## config.mk

```make
export PLATFORM = sky130hd
export DESIGN_NAME = operand_fetch_flat
export DESIGN_NICKNAME = d
export VERILOG_FILES = /design/src/rtl/operand_fetch_if.sv /design/src/rtl/operand_fetch.sv /design/src/flat_wrapper.sv
export SDC_FILE = /design/constraint.sdc
export NUM_CORES = 1
export LEC_CHECK = 0
export BUFFER_PORTS_ARGS = -buffer_cell sky130_fd_sc_hd__buf_2
export CAP_MARGIN = 40
export CORE_AREA = 2 2 137 139
export DETAILED_ROUTE_END_ITERATION = 8
export DIE_AREA = 0 0 139 141
export GPL_TIMING_DRIVEN = 0
export PLACE_DENSITY = 0.74
export SLEW_MARGIN = 10
export SYNTH_ARGS = -nofsm -noshare
export SYNTH_HDL_FRONTEND = slang
export SYNTH_SLANG_ARGS = --single-unit
```

## constraint.sdc

```tcl
create_clock -name clk -period 2.6 [get_ports clk]
set_input_delay 0.52 -clock clk [delete_from_list [all_inputs] [get_ports clk]]
set_output_delay 0.52 -clock clk [all_outputs]
set_load 0.005 [all_outputs]
```

## src/rtl/operand_fetch_if.sv

```systemverilog
// ============================================================================
// Module   : operand_fetch_if
// Brief    : Decode, register-file read, writeback snoop and execute signals
//            seen by the operand fetch stage.
// Revision : 1.0
// ============================================================================
`default_nettype none

interface operand_fetch_if #(
    parameter int XLEN = 32
);
    logic            i_dec_valid;
    logic            o_dec_ready;
    logic [4:0]      i_dec_rs1;
    logic            i_dec_rs1_en;
    logic [4:0]      i_dec_rs2;
    logic            i_dec_rs2_en;
    logic [4:0]      i_dec_rd;
    logic            i_dec_rd_en;
    logic [XLEN-1:0] i_dec_pc;

    logic [4:0]      o_rs1_raddr;
    logic [XLEN-1:0] i_rs1_rdata;
    logic [4:0]      o_rs2_raddr;
    logic [XLEN-1:0] i_rs2_rdata;

    logic            i_wb_valid;
    logic [4:0]      i_wb_addr;
    logic [XLEN-1:0] i_wb_data;

    logic            i_flush;

    logic            o_ex_valid;
    logic            i_ex_ready;
    logic [XLEN-1:0] o_ex_rs1_data;
    logic [XLEN-1:0] o_ex_rs2_data;
    logic [4:0]      o_ex_rd;
    logic            o_ex_rd_en;
    logic [XLEN-1:0] o_ex_pc;

    modport slave (
        input  i_dec_valid, i_dec_rs1, i_dec_rs1_en, i_dec_rs2, i_dec_rs2_en,
               i_dec_rd, i_dec_rd_en, i_dec_pc, i_rs1_rdata, i_rs2_rdata,
               i_wb_valid, i_wb_addr, i_wb_data, i_flush, i_ex_ready,
        output o_dec_ready, o_rs1_raddr, o_rs2_raddr, o_ex_valid,
               o_ex_rs1_data, o_ex_rs2_data, o_ex_rd, o_ex_rd_en, o_ex_pc
    );

    modport master (
        output i_dec_valid, i_dec_rs1, i_dec_rs1_en, i_dec_rs2, i_dec_rs2_en,
               i_dec_rd, i_dec_rd_en, i_dec_pc, i_rs1_rdata, i_rs2_rdata,
               i_wb_valid, i_wb_addr, i_wb_data, i_flush, i_ex_ready,
        input  o_dec_ready, o_rs1_raddr, o_rs2_raddr, o_ex_valid,
               o_ex_rs1_data, o_ex_rs2_data, o_ex_rd, o_ex_rd_en, o_ex_pc
    );
endinterface

`default_nettype wire

```

## src/rtl/operand_fetch.sv

```systemverilog
// ============================================================================
// Module   : operand_fetch
// Brief    : Register read stage with busy scoreboard, RAW/WAW stall and
//            writeback bypass, feeding a single-entry execute register.
// Revision : 1.0
// ============================================================================
`default_nettype none

module operand_fetch #(
    parameter int XLEN = 32
) (
    input  wire logic          clk,
    input  wire logic          rst,
    operand_fetch_if.slave     bus
);
    logic [31:0]     r_busy;
    logic            r_ex_valid;
    logic [XLEN-1:0] r_ex_rs1_data;
    logic [XLEN-1:0] r_ex_rs2_data;
    logic [4:0]      r_ex_rd;
    logic            r_ex_rd_en;
    logic [XLEN-1:0] r_ex_pc;

    logic            w_hazard;
    logic            w_dec_ready;
    logic            w_accept;
    logic            w_issue;
    logic [XLEN-1:0] w_rs1_op;
    logic [XLEN-1:0] w_rs2_op;
    logic [31:0]     w_busy_nxt;

    // A register still has a producer outstanding unless its writeback lands this cycle;
    // the unissued producer in the output register always counts, even while issuing.
    function automatic logic f_pending(
        input logic [4:0]  rs,
        input logic [31:0] busy,
        input logic        wb_valid,
        input logic [4:0]  wb_addr,
        input logic        ex_valid,
        input logic        ex_rd_en,
        input logic [4:0]  ex_rd
    );
        logic sb_hit;
        logic ex_hit;
        sb_hit = busy[rs] && !(wb_valid && (wb_addr == rs));
        ex_hit = ex_valid && ex_rd_en && (ex_rd == rs);
        return (rs != 5'd0) && (sb_hit || ex_hit);
    endfunction

    always_comb begin
        w_hazard =
            (bus.i_dec_rs1_en && f_pending(bus.i_dec_rs1, r_busy, bus.i_wb_valid, bus.i_wb_addr,
                                           r_ex_valid, r_ex_rd_en, r_ex_rd)) ||
            (bus.i_dec_rs2_en && f_pending(bus.i_dec_rs2, r_busy, bus.i_wb_valid, bus.i_wb_addr,
                                           r_ex_valid, r_ex_rd_en, r_ex_rd)) ||
            (bus.i_dec_rd_en  && f_pending(bus.i_dec_rd,  r_busy, bus.i_wb_valid, bus.i_wb_addr,
                                           r_ex_valid, r_ex_rd_en, r_ex_rd));
        w_dec_ready = !w_hazard && !bus.i_flush && (!r_ex_valid || bus.i_ex_ready);
        w_accept    = bus.i_dec_valid && w_dec_ready;
        w_issue     = r_ex_valid && bus.i_ex_ready && !bus.i_flush;

        if (!bus.i_dec_rs1_en || (bus.i_dec_rs1 == 5'd0))
            w_rs1_op = '0;
        else if (bus.i_wb_valid && (bus.i_wb_addr == bus.i_dec_rs1))
            w_rs1_op = bus.i_wb_data;
        else
            w_rs1_op = bus.i_rs1_rdata;

        if (!bus.i_dec_rs2_en || (bus.i_dec_rs2 == 5'd0))
            w_rs2_op = '0;
        else if (bus.i_wb_valid && (bus.i_wb_addr == bus.i_dec_rs2))
            w_rs2_op = bus.i_wb_data;
        else
            w_rs2_op = bus.i_rs2_rdata;

        // Clear first so a same-index set on issue takes priority.
        w_busy_nxt = r_busy;
        if (bus.i_wb_valid && (bus.i_wb_addr != 5'd0))
            w_busy_nxt[bus.i_wb_addr] = 1'b0;
        if (w_issue && r_ex_rd_en && (r_ex_rd != 5'd0))
            w_busy_nxt[r_ex_rd] = 1'b1;
        w_busy_nxt[0] = 1'b0;
    end

    always_ff @(posedge clk) begin
        if (rst) begin
            r_busy        <= '0;
            r_ex_valid    <= 1'b0;
            r_ex_rs1_data <= '0;
            r_ex_rs2_data <= '0;
            r_ex_rd       <= '0;
            r_ex_rd_en    <= 1'b0;
            r_ex_pc       <= '0;
        end else begin
            r_busy <= w_busy_nxt;
            if (bus.i_flush) begin
                r_ex_valid <= 1'b0;
            end else if (w_accept) begin
                r_ex_valid    <= 1'b1;
                r_ex_rs1_data <= w_rs1_op;
                r_ex_rs2_data <= w_rs2_op;
                r_ex_rd       <= bus.i_dec_rd;
                r_ex_rd_en    <= bus.i_dec_rd_en;
                r_ex_pc       <= bus.i_dec_pc;
            end else if (w_issue) begin
                r_ex_valid <= 1'b0;
            end
        end
    end

    assign bus.o_dec_ready   = w_dec_ready;
    assign bus.o_rs1_raddr   = bus.i_dec_rs1;
    assign bus.o_rs2_raddr   = bus.i_dec_rs2;
    assign bus.o_ex_valid    = r_ex_valid;
    assign bus.o_ex_rs1_data = r_ex_rs1_data;
    assign bus.o_ex_rs2_data = r_ex_rs2_data;
    assign bus.o_ex_rd       = r_ex_rd;
    assign bus.o_ex_rd_en    = r_ex_rd_en;
    assign bus.o_ex_pc       = r_ex_pc;

endmodule

`default_nettype wire

```

## src/flat_wrapper.sv

```systemverilog
// flat-port wrapper written by rule: the top's interface ports become plain ports
module operand_fetch_flat 
#(
    parameter int XLEN = 32
)
  (clk, rst, bus_i_dec_valid, bus_i_dec_rs1, bus_i_dec_rs1_en, bus_i_dec_rs2, bus_i_dec_rs2_en, bus_i_dec_rd, bus_i_dec_rd_en, bus_i_dec_pc, bus_i_rs1_rdata, bus_i_rs2_rdata, bus_i_wb_valid, bus_i_wb_addr, bus_i_wb_data, bus_i_flush, bus_i_ex_ready, bus_o_dec_ready, bus_o_rs1_raddr, bus_o_rs2_raddr, bus_o_ex_valid, bus_o_ex_rs1_data, bus_o_ex_rs2_data, bus_o_ex_rd, bus_o_ex_rd_en, bus_o_ex_pc);
  operand_fetch_if #(.XLEN(XLEN)) bus_i ();
  input  wire logic clk;
  input  wire logic rst;
  input wire logic [$bits(bus_i.i_dec_valid)-1:0] bus_i_dec_valid;
  input wire logic [$bits(bus_i.i_dec_rs1)-1:0] bus_i_dec_rs1;
  input wire logic [$bits(bus_i.i_dec_rs1_en)-1:0] bus_i_dec_rs1_en;
  input wire logic [$bits(bus_i.i_dec_rs2)-1:0] bus_i_dec_rs2;
  input wire logic [$bits(bus_i.i_dec_rs2_en)-1:0] bus_i_dec_rs2_en;
  input wire logic [$bits(bus_i.i_dec_rd)-1:0] bus_i_dec_rd;
  input wire logic [$bits(bus_i.i_dec_rd_en)-1:0] bus_i_dec_rd_en;
  input wire logic [$bits(bus_i.i_dec_pc)-1:0] bus_i_dec_pc;
  input wire logic [$bits(bus_i.i_rs1_rdata)-1:0] bus_i_rs1_rdata;
  input wire logic [$bits(bus_i.i_rs2_rdata)-1:0] bus_i_rs2_rdata;
  input wire logic [$bits(bus_i.i_wb_valid)-1:0] bus_i_wb_valid;
  input wire logic [$bits(bus_i.i_wb_addr)-1:0] bus_i_wb_addr;
  input wire logic [$bits(bus_i.i_wb_data)-1:0] bus_i_wb_data;
  input wire logic [$bits(bus_i.i_flush)-1:0] bus_i_flush;
  input wire logic [$bits(bus_i.i_ex_ready)-1:0] bus_i_ex_ready;
  output wire logic [$bits(bus_i.o_dec_ready)-1:0] bus_o_dec_ready;
  output wire logic [$bits(bus_i.o_rs1_raddr)-1:0] bus_o_rs1_raddr;
  output wire logic [$bits(bus_i.o_rs2_raddr)-1:0] bus_o_rs2_raddr;
  output wire logic [$bits(bus_i.o_ex_valid)-1:0] bus_o_ex_valid;
  output wire logic [$bits(bus_i.o_ex_rs1_data)-1:0] bus_o_ex_rs1_data;
  output wire logic [$bits(bus_i.o_ex_rs2_data)-1:0] bus_o_ex_rs2_data;
  output wire logic [$bits(bus_i.o_ex_rd)-1:0] bus_o_ex_rd;
  output wire logic [$bits(bus_i.o_ex_rd_en)-1:0] bus_o_ex_rd_en;
  output wire logic [$bits(bus_i.o_ex_pc)-1:0] bus_o_ex_pc;
  assign bus_i.i_dec_valid = bus_i_dec_valid;
  assign bus_i.i_dec_rs1 = bus_i_dec_rs1;
  assign bus_i.i_dec_rs1_en = bus_i_dec_rs1_en;
  assign bus_i.i_dec_rs2 = bus_i_dec_rs2;
  assign bus_i.i_dec_rs2_en = bus_i_dec_rs2_en;
  assign bus_i.i_dec_rd = bus_i_dec_rd;
  assign bus_i.i_dec_rd_en = bus_i_dec_rd_en;
  assign bus_i.i_dec_pc = bus_i_dec_pc;
  assign bus_i.i_rs1_rdata = bus_i_rs1_rdata;
  assign bus_i.i_rs2_rdata = bus_i_rs2_rdata;
  assign bus_i.i_wb_valid = bus_i_wb_valid;
  assign bus_i.i_wb_addr = bus_i_wb_addr;
  assign bus_i.i_wb_data = bus_i_wb_data;
  assign bus_i.i_flush = bus_i_flush;
  assign bus_i.i_ex_ready = bus_i_ex_ready;
  assign bus_o_dec_ready = bus_i.o_dec_ready;
  assign bus_o_rs1_raddr = bus_i.o_rs1_raddr;
  assign bus_o_rs2_raddr = bus_i.o_rs2_raddr;
  assign bus_o_ex_valid = bus_i.o_ex_valid;
  assign bus_o_ex_rs1_data = bus_i.o_ex_rs1_data;
  assign bus_o_ex_rs2_data = bus_i.o_ex_rs2_data;
  assign bus_o_ex_rd = bus_i.o_ex_rd;
  assign bus_o_ex_rd_en = bus_i.o_ex_rd_en;
  assign bus_o_ex_pc = bus_i.o_ex_pc;
  operand_fetch #(.XLEN(XLEN)) u_core (.clk(clk), .rst(rst), .bus(bus_i));
endmodule
```

==> impl_metrics.json <==
{
  "status": "finished with violations",
  "violations": "negative setup slack",
  "clock_skew_ns": 0.00808,
  "die_h_um": 141,
  "ir_drop_uv": 445,
  "ant_nets": 0,
  "synth_edf_count": 0,
  "antenna_found_initial": 1,
  "holdBufCountCts": 0,
  "async_reset_ff_frac": 0,
  "wl_mm": 26.2,
  "cts_buffers": 17,
  "clkLatencyLatePin_ns": 0.42,
  "worstPathArrival_ns": 2.38,
  "ys_seq_elements": 134,
  "final_util": 0.601,
  "critPathRequiredTime_ns": 2.08,
  "r2r_cells": 11,
  "synth.top_cells.by_area": "dfxtp_1 34%, mux2i_1 14%, nand2b_1 6.0%",
  "dpl_worst_slack_ns": -0.799,
  "netlist-cell-type-count": 50,
  "grt_pass1_wl_mm": 40.3,
  "maxCapViolations": 0,
  "io_buffer_count": 265,
  "clk_pin_slew_worst_paths_ns": 0.06,
  "fin_crit_sh": 1.11,
  "grt-ovfl-total": 0,
  "synth_top_area_cell": "dfxtp_1",
  "wl_per_cell_um": 18.7,
  "rsz0062_at_grt": "true",
  "cts.sinks": 134,
  "cts-root-buf": "clkbuf_16",
  "ff2ff_setup_slack_ns": -0.12,
  "core_mm2": 0.0183,
  "grt_max_degree": 17,
  "drtIter0Drc": 502,
  "firstDrtPassIters": 5,
  "route.vias.total": 7428,
  "r2r-start": "u_core.r_busy[4]$_SDFF_PP0_",
  "drive_above_1_share": 0.415,
  "r2r_end": "u_core.bus.o_ex_rs2_data[10]$_SDFFE_PP0P_",
  "crit_type": "in2out",
  "area_growth_syn_to_layout_pct": 37.6,
  "worstSetupEndpointType": "primary output",
  "cts_buffer_depth": 2,
  "drc_errors": 0,
  "grt_pass1_vias": 7463,
  "synth_area_mm2": 0.00798,
  "nNetsFinal": 1308,
  "hold_viol": 0,
  "die_x_um": 139,
  "row_count": 50,
  "nFillCells": 1578,
  "grt_usage": 0.260,
  "slew_viol_final": 0,
  "holdPathEnd": "u_core.bus.o_ex_pc[11]$_SDFFE_PP0P_",
  "yosysSeqAreaShare": 0.336,
  "via_per_inst": 5.31,
  "setup_viol": 98,
  "hold_path_depth": 3,
  "tightest_slew_ns": 0.677,
  "synth_top_area_share": 0.336,
  "holdCritPathClass": "in2reg",
  "h-tree-depth": 4,
  "start_util": 0.437,
  "hpwlAfterDp_mm": 18.8,
  "cp_max_fo": 10,
  "slew_headroom": 0.549,
  "synthCells": 836,
  "period_minus_slack_ns": 2.90,
  "setup_ws_ns": -0.297,
  "place_congestion": 0.870,
  "synthFlopType": "dfxtp_1",
  "total_power_mw": 5.42,
  "ys_warn_count": 0,
  "io_pins": 271,
  "leakage_nw": 4.68,
  "fmax_mhz": 345,
  "syn_avg_cell_area_um2": 9.55,
  "min_from": "bus_i_dec_pc[11]",
  "crit_path_start_kind": "input port",
  "cts_tree": "yes",
  "die_area_mm2": 0.0196,
  "powerDensity_mw_per_mm2": 494,
  "synth_nets": 993
}
## cells in the final DEF (no fill, tap or decap), types with 11 or more instances in the layout
cell type and count:
o21ai_0 34, clkbuf_1 33, mux4_2 17, buf_2 273
dfxtp_1 134, nand2_1 37, mux2i_1 113, nand2b_1 77
a21oi_1 32, xor2_1 15, xnor2_1 15, buf_6 11
buf_12 12, mux2_4 64, nor2b_1 71, buf_4 24
nor2_1 70, clkbuf_16 19
## per-layer routing
layer,track usage,up-vias,share of wire,wire length [um]
li1,-,3513,-,-
met1,0.330,3536,0.43,11300
met2,0.436,335,0.48,12500
met3,0.0560,44,0.064,1670
met4,0.0973,0,0.027,701
met5,0,-,0,0
## final cells by class
class,instances,area (um^2),area share
clock inverters,13,125,0.0114
well taps,234,293,0.0267
inverters,3,11.3,0.00103
flip-flops and latches,134,2680,0.244
multi-input cells,621,5060,0.461
clock buffers,19,433,0.0394
diodes,1,2.50,0.000228
repair buffers,303,1890,0.172
plain buffers,71,480,0.0438
## cells by family after synthesis
| group | count (synthesis) | synth area share |
|---|---|---|
| XOR/XNOR | 30 | 0.0329 |
| buffers and inverters | 81 | 0.0564 |
| multiplexers | 200 | 0.303 |
| AND/OR/NAND/NOR | 306 | 0.211 |
| flip-flops | 134 | 0.336 |
| AO/OA/AOI/OAI | 85 | 0.0608 |
## worst max-delay path, stage by stage
cell     delay (ns)
buf_2          0.13
buf_6          0.18
mux4_2         0.50
mux2_2         0.29
a21oi_1        0.23
o32ai_2        0.16
nor2_2         0.21
buf_2          0.15
## how the worst max path moves through the flow
stage	startpoint	endpoint	slack [ns]	cells past startpoint
after detailed placement	bus_i_dec_rd[4]	u_core.bus.o_ex_rs2_data[30]$_SDFFE_PP0P_	-0.80	10
after floorplan	bus_i_dec_rs1[0]	u_core.bus.o_ex_rs2_data[30]$_SDFFE_PP0P_	-0.08	10
after CTS	bus_i_dec_rs1[0]	u_core.bus.o_ex_rs2_data[27]$_SDFFE_PP0P_	-0.22	14
final	bus_i_dec_rd[0]	bus_o_dec_ready	-0.30	8
after global routing	bus_i_dec_rs1[0]	bus_o_dec_ready	-0.33	9
after global placement	bus_i_dec_rd[4]	u_core.bus.o_ex_rs2_data[30]$_SDFFE_PP0P_	-0.80	10
## power by group
part	internal [mW]	switching (mW)
sequential	2.11	0.0324
clock	1.33	0.988
combinational	0.499	0.464
total	3.94	1.48
## cell usage after synthesis, types with 5 or more instances
cell type / count
nand2_1: 37
buf_6: 5
nor3b_1: 5
mux2_4: 31
buf_4: 12
clkbuf_1: 38
dfxtp_1: 134
a21oi_1: 33
nand2b_1: 77
nor2_1: 71
mux4_2: 17
buf_2: 15
mux2_2: 39
nor2b_1: 71
nand3_1: 6
xnor2_1: 15
o21ai_0: 35
nand3b_1: 9
xor2_1: 15
mux2i_1: 113
nor4_1: 6
## registers in the layout, indices dropped and copies added, names as in the netlist
register,cells
u_core.bus.o_ex_pc,32
u_core.bus.o_ex_rd,5
u_core.bus.o_ex_rd_en,1
u_core.bus.o_ex_rs1_data,32
u_core.bus.o_ex_rs2_data,32
u_core.bus.o_ex_valid,1
u_core.r_busy,31
## through the flow
| step | cells | area (um^2) | TNS, ns | hold slack (ns) |
|---|---|---|---|---|
| 2_1_floorplan | 836 | 8060 | -2.46 | 0.465 |
| 3_3_place_gp | 1335 | 9680 | -73.22 | 0.456 |
| 3_5_place_dp | 1338 | 9700 | -73.66 | 0.464 |
| 4_1_cts | 1400 | 11000 | -11.18 | 0.345 |
| 5_1_grt | 1398 | 11000 | -23.32 | 0.341 |
| 6_report | 1399 | 11000 | -10.76 | 0.358 |
## timing repair
action | 4_1_cts | 5_1_grt
setup buffers | 26 | 4
endpoints found under the setup margin | 104 | 104
gates resized for setup | 94 | 26
pin swaps | 4 | 6
gates cloned | 8 | 2
Power figures use the tool's default switching activity.
